--- config.mk ---
export PLATFORM = sky130hd
export DESIGN_NAME = apb_arbiter_master
export DESIGN_NICKNAME = d
export VERILOG_FILES = /design/src/rtl/apb_arbiter_master.sv
export SDC_FILE = /design/constraint.sdc
export NUM_CORES = 1
export LEC_CHECK = 0
export ABC_AREA = 1
export CAP_MARGIN = 20
export CORE_MARGIN = 8
export CORE_UTILIZATION = 46
export CTS_CLUSTER_SIZE = 40
export DETAILED_ROUTE_END_ITERATION = 12
export PLACE_DENSITY = 0.95
export SYNTH_ARGS = -nofsm -noshare
export SYNTH_HDL_FRONTEND = slang
export SYNTH_SLANG_ARGS = --single-unit
export TNS_END_PERCENT = 100
--- constraint.sdc ---
create_clock -name clk -period 8.2 [get_ports clk]
set_clock_uncertainty 0.05 [all_clocks]
set_input_delay 1.64 -clock clk [delete_from_list [all_inputs] [get_ports clk]]
set_output_delay 1.64 -clock clk [all_outputs]
set_load 0.03 [all_outputs]
--- src/rtl/apb_arbiter_master.sv ---
// Two-requester round-robin APB master: arbitrates, drives SETUP/ACCESS, returns
// read data and error status, and aborts transfers whose slave never answers.
module apb_arbiter_master #(
   parameter int unsigned ADDR_W  = 5,
   parameter int unsigned DATA_W  = 32,
   parameter int unsigned TIMEOUT = 16
) (
   input  logic              clk,
   input  logic              rst,
   input  logic              req0,
   input  logic              wr0,
   input  logic [ADDR_W-1:0] addr0,
   input  logic [DATA_W-1:0] wdata0,
   input  logic [2:0]        prot0,
   input  logic              req1,
   input  logic              wr1,
   input  logic [ADDR_W-1:0] addr1,
   input  logic [DATA_W-1:0] wdata1,
   input  logic [2:0]        prot1,
   output logic              gnt0,
   output logic              gnt1,
   output logic              done0,
   output logic              done1,
   output logic [DATA_W-1:0] rdata0,
   output logic [DATA_W-1:0] rdata1,
   output logic              err0,
   output logic              err1,
   output logic              psel,
   output logic              penable,
   output logic              pwrite,
   output logic [ADDR_W-1:0] paddr,
   output logic [DATA_W-1:0] pwdata,
   output logic [2:0]        pprot,
   input  logic              pready,
   input  logic              pslverr,
   input  logic [DATA_W-1:0] prdata
);

   localparam int unsigned CNT_W = (TIMEOUT > 0) ? $clog2(TIMEOUT + 1) : 1;

   typedef enum logic [1:0] {StIdle, StSetup, StAccess} state_e;

   state_e r_state, w_state_next;

   logic              r_psel, r_penable, r_pwrite, r_last_gnt;
   logic [ADDR_W-1:0] r_paddr;
   logic [DATA_W-1:0] r_pwdata, r_rdata0, r_rdata1;
   logic [2:0]        r_pprot;
   logic              r_gnt0, r_gnt1, r_done0, r_done1, r_err0, r_err1;
   logic [CNT_W-1:0]  r_cnt;

   logic              w_psel_next, w_penable_next, w_pwrite_next, w_last_gnt_next;
   logic [ADDR_W-1:0] w_paddr_next;
   logic [DATA_W-1:0] w_pwdata_next, w_rdata0_next, w_rdata1_next;
   logic [2:0]        w_pprot_next;
   logic              w_gnt0_next, w_gnt1_next, w_done0_next, w_done1_next;
   logic              w_err0_next, w_err1_next;
   logic [CNT_W-1:0]  w_cnt_next;

   // A requester is masked in the cycle its done pulse is visible.
   logic w_req0, w_req1, w_any, w_win, w_timeout;
   assign w_req0    = req0 & ~r_done0;
   assign w_req1    = req1 & ~r_done1;
   assign w_any     = w_req0 | w_req1;
   assign w_win     = (w_req0 & w_req1) ? ~r_last_gnt : w_req1;
   assign w_timeout = (TIMEOUT != 0) && (r_cnt == CNT_W'(TIMEOUT));

   always_ff @(posedge clk or posedge rst) begin
      if (rst) r_state <= StIdle;
      else     r_state <= w_state_next;
   end

   always_comb begin
      w_state_next = r_state;
      unique case (r_state)
         StIdle:   if (w_any) w_state_next = StSetup;
         StSetup:  w_state_next = StAccess;
         StAccess: if (pready || w_timeout) w_state_next = StIdle;
         default:  w_state_next = StIdle;
      endcase
   end

   always_comb begin
      w_psel_next     = r_psel;
      w_penable_next  = r_penable;
      w_pwrite_next   = r_pwrite;
      w_paddr_next    = r_paddr;
      w_pwdata_next   = r_pwdata;
      w_pprot_next    = r_pprot;
      w_last_gnt_next = r_last_gnt;
      w_rdata0_next   = r_rdata0;
      w_rdata1_next   = r_rdata1;
      w_err0_next     = r_err0;
      w_err1_next     = r_err1;
      w_cnt_next      = r_cnt;
      w_gnt0_next     = 1'b0;
      w_gnt1_next     = 1'b0;
      w_done0_next    = 1'b0;
      w_done1_next    = 1'b0;
      unique case (r_state)
         StIdle: begin
            if (w_any) begin
               w_psel_next     = 1'b1;
               w_last_gnt_next = w_win;
               w_gnt0_next     = ~w_win;
               w_gnt1_next     = w_win;
               w_pwrite_next   = w_win ? wr1    : wr0;
               w_paddr_next    = w_win ? addr1  : addr0;
               w_pwdata_next   = w_win ? wdata1 : wdata0;
               w_pprot_next    = w_win ? prot1  : prot0;
            end
         end
         StSetup: begin
            w_penable_next = 1'b1;
            w_cnt_next     = '0;
         end
         StAccess: begin
            if (pready || w_timeout) begin
               w_psel_next    = 1'b0;
               w_penable_next = 1'b0;
               // r_last_gnt identifies the owner of the transfer in flight.
               if (r_last_gnt) begin
                  w_done1_next = 1'b1;
                  w_err1_next  = pready ? pslverr : 1'b1;
                  if (!pready)       w_rdata1_next = '0;
                  else if (!r_pwrite) w_rdata1_next = prdata;
               end else begin
                  w_done0_next = 1'b1;
                  w_err0_next  = pready ? pslverr : 1'b1;
                  if (!pready)       w_rdata0_next = '0;
                  else if (!r_pwrite) w_rdata0_next = prdata;
               end
            end else if (TIMEOUT != 0 && r_cnt != CNT_W'(TIMEOUT)) begin
               w_cnt_next = r_cnt + CNT_W'(1);
            end
         end
         default: ;
      endcase
   end

   always_ff @(posedge clk or posedge rst) begin
      if (rst) begin
         r_psel     <= 1'b0;
         r_penable  <= 1'b0;
         r_pwrite   <= 1'b0;
         r_paddr    <= '0;
         r_pwdata   <= '0;
         r_pprot    <= '0;
         r_last_gnt <= 1'b1;
         r_rdata0   <= '0;
         r_rdata1   <= '0;
         r_err0     <= 1'b0;
         r_err1     <= 1'b0;
         r_cnt      <= '0;
         r_gnt0     <= 1'b0;
         r_gnt1     <= 1'b0;
         r_done0    <= 1'b0;
         r_done1    <= 1'b0;
      end else begin
         r_psel     <= w_psel_next;
         r_penable  <= w_penable_next;
         r_pwrite   <= w_pwrite_next;
         r_paddr    <= w_paddr_next;
         r_pwdata   <= w_pwdata_next;
         r_pprot    <= w_pprot_next;
         r_last_gnt <= w_last_gnt_next;
         r_rdata0   <= w_rdata0_next;
         r_rdata1   <= w_rdata1_next;
         r_err0     <= w_err0_next;
         r_err1     <= w_err1_next;
         r_cnt      <= w_cnt_next;
         r_gnt0     <= w_gnt0_next;
         r_gnt1     <= w_gnt1_next;
         r_done0    <= w_done0_next;
         r_done1    <= w_done1_next;
      end
   end

   assign psel    = r_psel;
   assign penable = r_penable;
   assign pwrite  = r_pwrite;
   assign paddr   = r_paddr;
   assign pwdata  = r_pwdata;
   assign pprot   = r_pprot;
   assign gnt0    = r_gnt0;
   assign gnt1    = r_gnt1;
   assign done0   = r_done0;
   assign done1   = r_done1;
   assign rdata0  = r_rdata0;
   assign rdata1  = r_rdata1;
   assign err0    = r_err0;
   assign err1    = r_err1;

endmodule

# Word-level counts from Yosys, hierarchy flattened
# Cells that the tools add are included.
op_classes:
  reduce_logical: 13
  n_eq_ne: 9
  muxes: 28
  addsub: 1
  bitwise_logic: 8
op_table:
  columns: ["op", "count"]
  rows:
  - ["32-bit two-way mux", 3]
  - ["1-bit two-way mux", 15]
  - ["5-bit two-way mux", 3]
  - ["3-bit AND reduction", 4]
  - ["2-bit inequality test, second input constant", 5]
  - ["5-bit case mux with 2 select lines", 1]
  - ["4-bit AND reduction", 2]
  - ["2-bit case mux with 3 select lines", 1]
  - ["2-bit AND reduction", 3]
  - ["5-bit by 1-bit adder with 5-bit output, second input constant", 1]
  - ["5-bit equality test, second input constant", 1]
  - ["5-bit inequality test, second input constant", 1]
  - ["2-bit two-way mux", 2]
  - ["1-bit inverter", 4]
  - ["1-bit case mux with 2 select lines", 2]
  - ["2-bit nonzero test", 2]
  - ["1-bit AND", 3]
  - ["3-bit two-way mux", 1]
  - ["2-bit by 1-bit equality test with 1-bit output, second input constant", 1]
  - ["2-bit equality test, second input constant", 1]
  - ["2-bit zero test", 1]
  - ["1-bit logical OR", 1]
  - ["1-bit OR", 1]
word_totals:
  in_bits: 120
  output_inout_bits: 113
  register_bits: 121

# Longest topological paths before layout
# Gate-level depths: netlist of run 1.
depth:
  word_depth: 7
  mapped_depth: 10
  depth_no_buf: 10

# Worst setup path before layout of run 1
# Ideal clock, no wire load.
synth_path:
  kind: "input to register"
  start: "in pready"
  end: "reg r_rdata0[10], in the netlist rdata0[10]"
  stages: 6
  setup_ns: 0.119
  slack_ns: 5.607
  arrival_ns: 2.424
  path_cell_list: "buf_6 -> a21oi_1 -> nand3_4 -> buf_4 -> nand2_1 -> o21ai_2"
synth_between:
  elab_chain_cells: 2
  elab_cells_between_ends: 4
synth_rtl:
  columns: ["element", "line", "text"]
  rows:
  - ["start: declaration", "34", "input logic pready,"]
  - ["2-bit inequality test (no source line) or 1-bit logical OR (tied branches)", null, null]
  - ["4-bit AND reduction (no source line)", null, null]
  - ["end signal: assignment", "167", "r_rdata0 <= w_rdata0_next;"]
  - ["end: declaration", "47", "logic [DATA_W-1:0] r_pwdata, r_rdata0, r_rdata1;"]
# Several ways; a longest one is shown, not always the timed one.
# A chain may end at the register's enable or synchronous reset.

# Worst setup path in the final report of run 1
layout_path:
  start: "in req0"
  end: "reg r_paddr[4], in the netlist paddr[4]"
layout_between:
  elab_chain_cells: 4
  elab_cells_between_ends: 6
layout_rtl:
  columns: ["element", "line", "text"]
  rows:
  - ["start: declaration", "10", "input logic req0,"]
  - ["1-bit AND (*)", "62", "assign w_req0 = req0 & ~r_done0;"]
  - ["1-bit AND", "65", "assign w_win = (w_req0 & w_req1) ? ~r_last_gnt : w_req1;"]
  - ["1-bit two-way mux", "65", null]
  - ["5-bit two-way mux", "108", "w_paddr_next = w_win ? addr1 : addr0;"]
  - ["end signal: assignment", "163", "r_paddr <= w_paddr_next;"]
  - ["end: declaration", "46", "logic [ADDR_W-1:0] r_paddr;"]
# Mark *: on every way between the ends. The rest lies on a longest branch, timed or not.

==> flow_summary.json, run 1 <==
{
  "status": "completed",
  "diodes": 0,
  "netlist.area_leader.share": 0.552,
  "yosysUniqueCellTypes": 22,
  "cp-start-kind": "primary input",
  "cp-end-kind": "flop",
  "pre_cts_ws_ns": 4.19,
  "cts_made_buffers": 17,
  "drive_gt1_frac": 0.0903,
  "drt_iter0_markers": 406,
  "place_area_sq_um": 7730,
  "synth_seq_cells": 121,
  "coreArea_sq_um": 11500,
  "cp_max_fo": 58,
  "seq_area_frac_synth": 0.557,
  "grt_max_degree": 71,
  "fin_cells": 1007,
  "slew_violations": 0,
  "yosys-top-cells-area": "dfrtp_1, nand2_1, o21ai_1, o21ai_2, inv_1",
  "ir_drop_mv": 0.245,
  "grt_use_total": 0.220,
  "grt_pass1_vias": 5208,
  "synthToLayoutAreaGrowth_pct": 53.3,
  "grt_pass1_wl_um": 27600,
  "grt_remaining_overflow": 0,
  "netlist_area_sq_um": 5440,
  "clockBufferDepth": 2,
  "fin_ws_ns": 4.60,
  "power_density_nw_per_um2": 389,
  "p_int_uw": 1900,
  "worstMarginPinSlew_ns": 0.990,
  "vias_per_cell": 4.96,
  "path_clk_slew_ns": 0.06,
  "synth_most_common_cell": "nand2_1",
  "dpl.cell_count": 975,
  "cp_slowest_cell": "nand2_2",
  "tns_ns": 0,
  "routedWlPerCell_um": 16.7,
  "fmax_mhz": 278,
  "cts-root-buf": "clkbuf_16",
  "rows": 39,
  "cts_setup_buffers": 0,
  "synthCells": 628,
  "io_buffers": 232,
  "critPathRequiredTime_ns": 8.49,
  "cp_top_family": "simple AND/OR/NAND/NOR gates",
  "cts_tree": "built",
  "nNetsFinal": 976,
  "synth_edf_count": 0,
  "leakagePower_uw": 0.00390,
  "path_buf_inv": 2,
  "hold_class": "flop to flop",
  "start_util": 0.475,
  "arrival_ns": 3.89,
  "ys.flop_type": "dfrtp_1",
  "synth_largest_area_cell": "dfrtp_1",
  "wl_um": 16800,
  "cpPeakStageDelay_ns": 0.72,
  "synthesis.nets": 753,
  "synth_common_cells": "nand2_1, dfrtp_1, o21ai_1",
  "crit_type": "primary input to flop",
  "top_level_ports": 233,
  "die_area_sq_um": 15600,
  "p_comb_frac": 0.464,
  "first_pass_iters": 4,
  "antenna_left": 0,
  "hpwl_um": 12300,
  "power_frac_clock": 0.239,
  "die-width_um": 125,
  "switchingPower_uw": 1340,
  "period_share": 0.439,
  "fin_area_sq_um": 8340,
  "hold_buffers": 0,
  "async_reset_ff_frac": 1.00,
  "cts_sinks": 121,
  "seq_power_share": 0.297,
  "syn_avg_cell_area_sq_um": 8.66,
  "maxCapViolCount": 0,
  "die_h_um": 125,
  "drc": 0,
  "gp_congestion": 0.783,
  "r2r_setup_slack_ns": 5.81,
  "antenna_found_initial": 0,
  "vias": 4993,
  "fin_crit_ns": 3.60,
  "slew_headroom": 0.338,
  "cp_cell_sequence": "clkdlybuf4s50_1 > nand3_1 > nand2_2 > inv_1 > nor2_2 > nand2_1 > nand3_1",
  "switching_share": 0.415,
  "setup_viol": 0,
  "insertion_delay_ns": 0.40,
  "rsz0062_at_grt": "no",
  "cts_resized": 0,
  "hold_violations": 0,
  "yosysWarnings": 0,
  "path_common_cell": "nand3_1",
  "htree_levels": 4,
  "fillers": 755
}
[worst register-to-register path, cell delays in order, from the launching register on]
cell and delay (ns):
dfrtp_1 0.42, inv_1 0.09, nand2_1 0.12, inv_1 0.10, nand2_2 0.54, nor2_2 0.77
nand2_1 0.13, nand3_1 0.11
[final cells by class]
cell class                 count  area [sq um]  area share
multi-input combinational    426          1980       0.237
inverter                      49           186      0.0224
tap                          143           179      0.0215
clock buffer                  18           429      0.0515
clock inverter                14           185      0.0222
timing repair buffer         236          2350       0.282
sequential                   121          3030       0.363
[through the flow]
step / util / power, uW / hold WS (ns)
after floorplan: - / 1840 / 0.417
after global placement: 0.674 / 2430 / 0.415
after detailed placement: 0.674 / 2480 / 0.419
after CTS: 0.727 / 3270 / 0.433
after global routing: 0.727 / 3420 / 0.460
final: 0.727 / 3240 / 0.432
[routing by layer]
metal,share of wire,vias up,GRT usage
li1,-,2423,-
met1,0.39,2342,0.254
met2,0.48,210,0.354
met3,0.11,18,0.100
met4,0.014,0,0.0730
met5,0,-,0
[cells by family (layout without fill, tap and decap cells)]
logic type | after synthesis | after routing | share of synthesized area
simple gates | 321 | 321 | 0.236
flops | 121 | 121 | 0.557
compound gates | 99 | 99 | 0.114
buf+inv | 81 | 317 | 0.0802
fa+ha+maj | 5 | 5 | 0.0115
xor+xnor | 1 | 1 | 0.00161
[layout by cell type (no fill, tap or decap)]
cell             synthesis  final
clkbuf_16                0     17
o21ai_0                  3      3
nand2_1                252    252
inv_6                    0      6
buf_4                    5      4
dfstp_2                  1      1
a21oi_1                  2      1
nor2_1                  34     34
o21ai_1                 61     61
bufinv_16                0      3
nand3_1                 27     27
ha_1                     5      5
nand2_4                  1      1
nand3_4                  2      2
o21bai_1                 1      1
nor2_2                   3      3
o21ai_2                 31     31
inv_1                   49     48
nand2_2                  2      2
inv_4                    0      1
xnor2_1                  1      1
clkinvlp_4               0      1
dfrtp_1                120    120
clkinv_4                 0      4
clkdlybuf4s50_1          0    232
a21oi_2                  1      2
clkbuf_1                 6      1
[path summary, 6_finish.rpt]
path,startpoint,end,cells after the start
max in group asynchronous,rst,rdata1[21],3
setup reg to reg,done1,pwdata[5],7
setup / recovery,req0,paddr[4],7
hold / removal,rdata0[21],rdata0[21],2
hold reg to reg,rdata0[21],rdata0[21],2
min in group asynchronous,rst,pwdata[7],2
[flip-flops by register name, indices dropped and copies added (netlist names)]
register	flops
r_state	2
psel	1
rdata0	32
r_last_gnt	1
r_cnt	5
gnt1	1
paddr	5
pwdata	32
pprot	3
pwrite	1
rdata1	32
done0	1
err0	1
gnt0	1
penable	1
done1	1
err1	1
[power groups by stage]
stage,combinational [uW],sequential (uW),clock (uW)
after floorplan,460,1380,0
after global placement,1470,956,0
after detailed placement,1510,967,0
after CTS,1520,963,784
after global routing,1620,987,818
final,1510,963,773
No activity file was read; power rests on OpenSTA's default activity.
==> run 2: changes to the inputs <==
--- a/config.mk
+++ b/config.mk
@@ -8,10 +8,10 @@
 export ABC_AREA = 1
 export CAP_MARGIN = 20
 export CORE_MARGIN = 8
-export CORE_UTILIZATION = 46
+export CORE_UTILIZATION = 39
 export CTS_CLUSTER_SIZE = 40
 export DETAILED_ROUTE_END_ITERATION = 12
-export PLACE_DENSITY = 0.95
+export PLACE_DENSITY = 0.89
 export SYNTH_ARGS = -nofsm -noshare
 export SYNTH_HDL_FRONTEND = slang
 export SYNTH_SLANG_ARGS = --single-unit
==> constraint.sdc (replaced) <==
create_clock -name clk -period 3.1 [get_ports clk]
set_clock_uncertainty 0.05 [all_clocks]
set_input_delay 0.62 -clock clk [delete_from_list [all_inputs] [get_ports clk]]
set_output_delay 0.62 -clock clk [all_outputs]
set_load 0.03 [all_outputs]
==> flow_summary.json, run 2 (same netlist as run 1, synthesis figures left out) <==
{
  "fin_crit_ns": 2.21,
  "wl_met1_um": 6590,
  "drc": 0,
  "die_area_sq_um": 18000,
  "drive_gt1_frac": 0.0946,
  "cts_tree": "built",
  "final_util": 0.612,
  "crit_path_start": "pwrite",
  "hold_buffers": 0,
  "place_area_sq_um": 7820,
  "tns_ns": 0,
  "cp_slowest_cell": "clkdlybuf4s50_1",
  "start_util": 0.395,
  "holdPathEnd": "rdata1[8]",
  "top_layer_used": "met4",
  "die_h_um": 134,
  "cp_top_family": "buffers and inverters",
  "layout_common_cells": "nand2_1, clkdlybuf4s50_1, dfrtp_1",
  "hpwl_um": 11700,
  "cts-root-buf": "clkbuf_16",
  "layout_commonest_cell": "nand2_1",
  "cts_resized": 0,
  "cts_made_buffers": 17,
  "grt_pass1_vias": 4949,
  "cp-end-kind": "output port",
  "grt_max_degree": 122,
  "cp_cell_sequence": "clkdlybuf4s50_1",
  "worstMarginPinSlew_ns": 0.719,
  "fmax_mhz": 452,
  "ir_drop_mv": 0.617,
  "hold_violations": 0,
  "wl_met3_um": 1650,
  "nNetsFinal": 979,
  "arrival_ns": 1.54,
  "crit_type": "flop to output port",
  "cts_setup_buffers": 0,
  "vias_per_cell": 4.70,
  "path_buf_inv": 1,
  "grt_remaining_overflow": 0,
  "rows": 43,
  "routedWlPerCell_um": 15.3,
  "r2r_start": "r_cnt[0]",
  "cpPeakStageDelay_ns": 0.72,
  "fin_area_sq_um": 8420,
  "cp-start-kind": "flop",
  "gp_congestion": 0.755,
  "antenna_left": 0,
  "synthToLayoutAreaGrowth_pct": 54.8,
  "wl_um": 16000,
  "io_buffers": 232,
  "first_pass_iters": 4,
  "diodes": 0,
  "leakagePower_uw": 0.00390,
  "r2r_setup_slack_ns": 1.13,
  "period_share": 0.713,
  "top_level_ports": 233,
  "cts_sinks": 121,
  "reg2regPathDepth": 10,
  "htree_levels": 4,
  "power_density_nw_per_um2": 1000,
  "insertion_delay_ns": 0.41,
  "setup_viol": 0,
  "die-width_um": 134,
  "timing.rr.end": "rdata1[15]",
  "maxCapViolCount": 0,
  "drt_iter0_markers": 237,
  "worstHoldPathCells": 2,
  "slew_violations": 0,
  "cp_max_fo": 4,
  "slew_headroom": 0.521,
  "path_clk_slew_ns": 0.05,
  "critPathRequiredTime_ns": 2.43,
  "wl_met2_um": 7430,
  "antenna_found_initial": 0,
  "hold_start": "rdata1[8]",
  "coreArea_sq_um": 13800,
  "status": "completed",
  "grt_use_total": 0.182,
  "rsz0062_at_grt": "no",
  "hold_class": "flop to flop",
  "clockBufferDepth": 2,
  "grt_pass1_wl_um": 25900,
  "vias": 4924
}
-- run 2: cell types whose count changed in the layout (fill, tap and decap cells not counted) --
cell,previous run,this run
clkinv_2,0,3
clkinvlp_4,1,6
inv_4,1,0
buf_12,0,2
buf_4,4,5
clkinv_4,4,3
clkbuf_1,1,0
inv_6,6,1
-- run 2: stage by stage --
step | setup slack, ns | power, uW | std cells | hold WS (ns)
final | 0.890 | 8460 | 1047 | 0.427
after global routing | 0.824 | 8960 | 1047 | 0.445
after CTS | 0.846 | 8570 | 1047 | 0.431
after detailed placement | 0.595 | 6530 | 1015 | 0.418
after global placement | 0.702 | 6450 | 1015 | 0.414
after floorplan | 0.947 | 4860 | 628 | 0.417
-- run 2: power by group --
part | internal (uW) | switching, uW
sequential | 2190 | 355
clock | 1260 | 725
combinational | 1550 | 2380
total | 5000 | 3460
-- run 2: how the worst max path moves through the flow --
stage | slack, ns | cells after the start | end
2_1_floorplan | 0.95 | 1 | done0
3_3_place_gp | 0.70 | 7 | pwdata[31]
3_5_place_dp | 0.60 | 8 | pwdata[9]
4_1_cts | 0.85 | 1 | pwrite
5_1_grt | 0.82 | 1 | pwrite
6_report | 0.89 | 1 | pwrite
-- run 2: layer usage --
metal  vias to the layer above  GRT usage
li1                       2416          -
met1                      2275      0.217
met2                       205      0.284
met3                        28     0.0812
met4                         0     0.0655
met5                         -          0
-- run 2: area by class of cell --
class | count | area (sq um)
well taps | 180 | 225
multi-input cells | 426 | 1980
repair buffers | 239 | 2400
flip-flops and latches | 121 | 3030
clock buffers | 17 | 425
inverters | 49 | 188
clock inverters | 15 | 178
fillers | 1141 | 5350
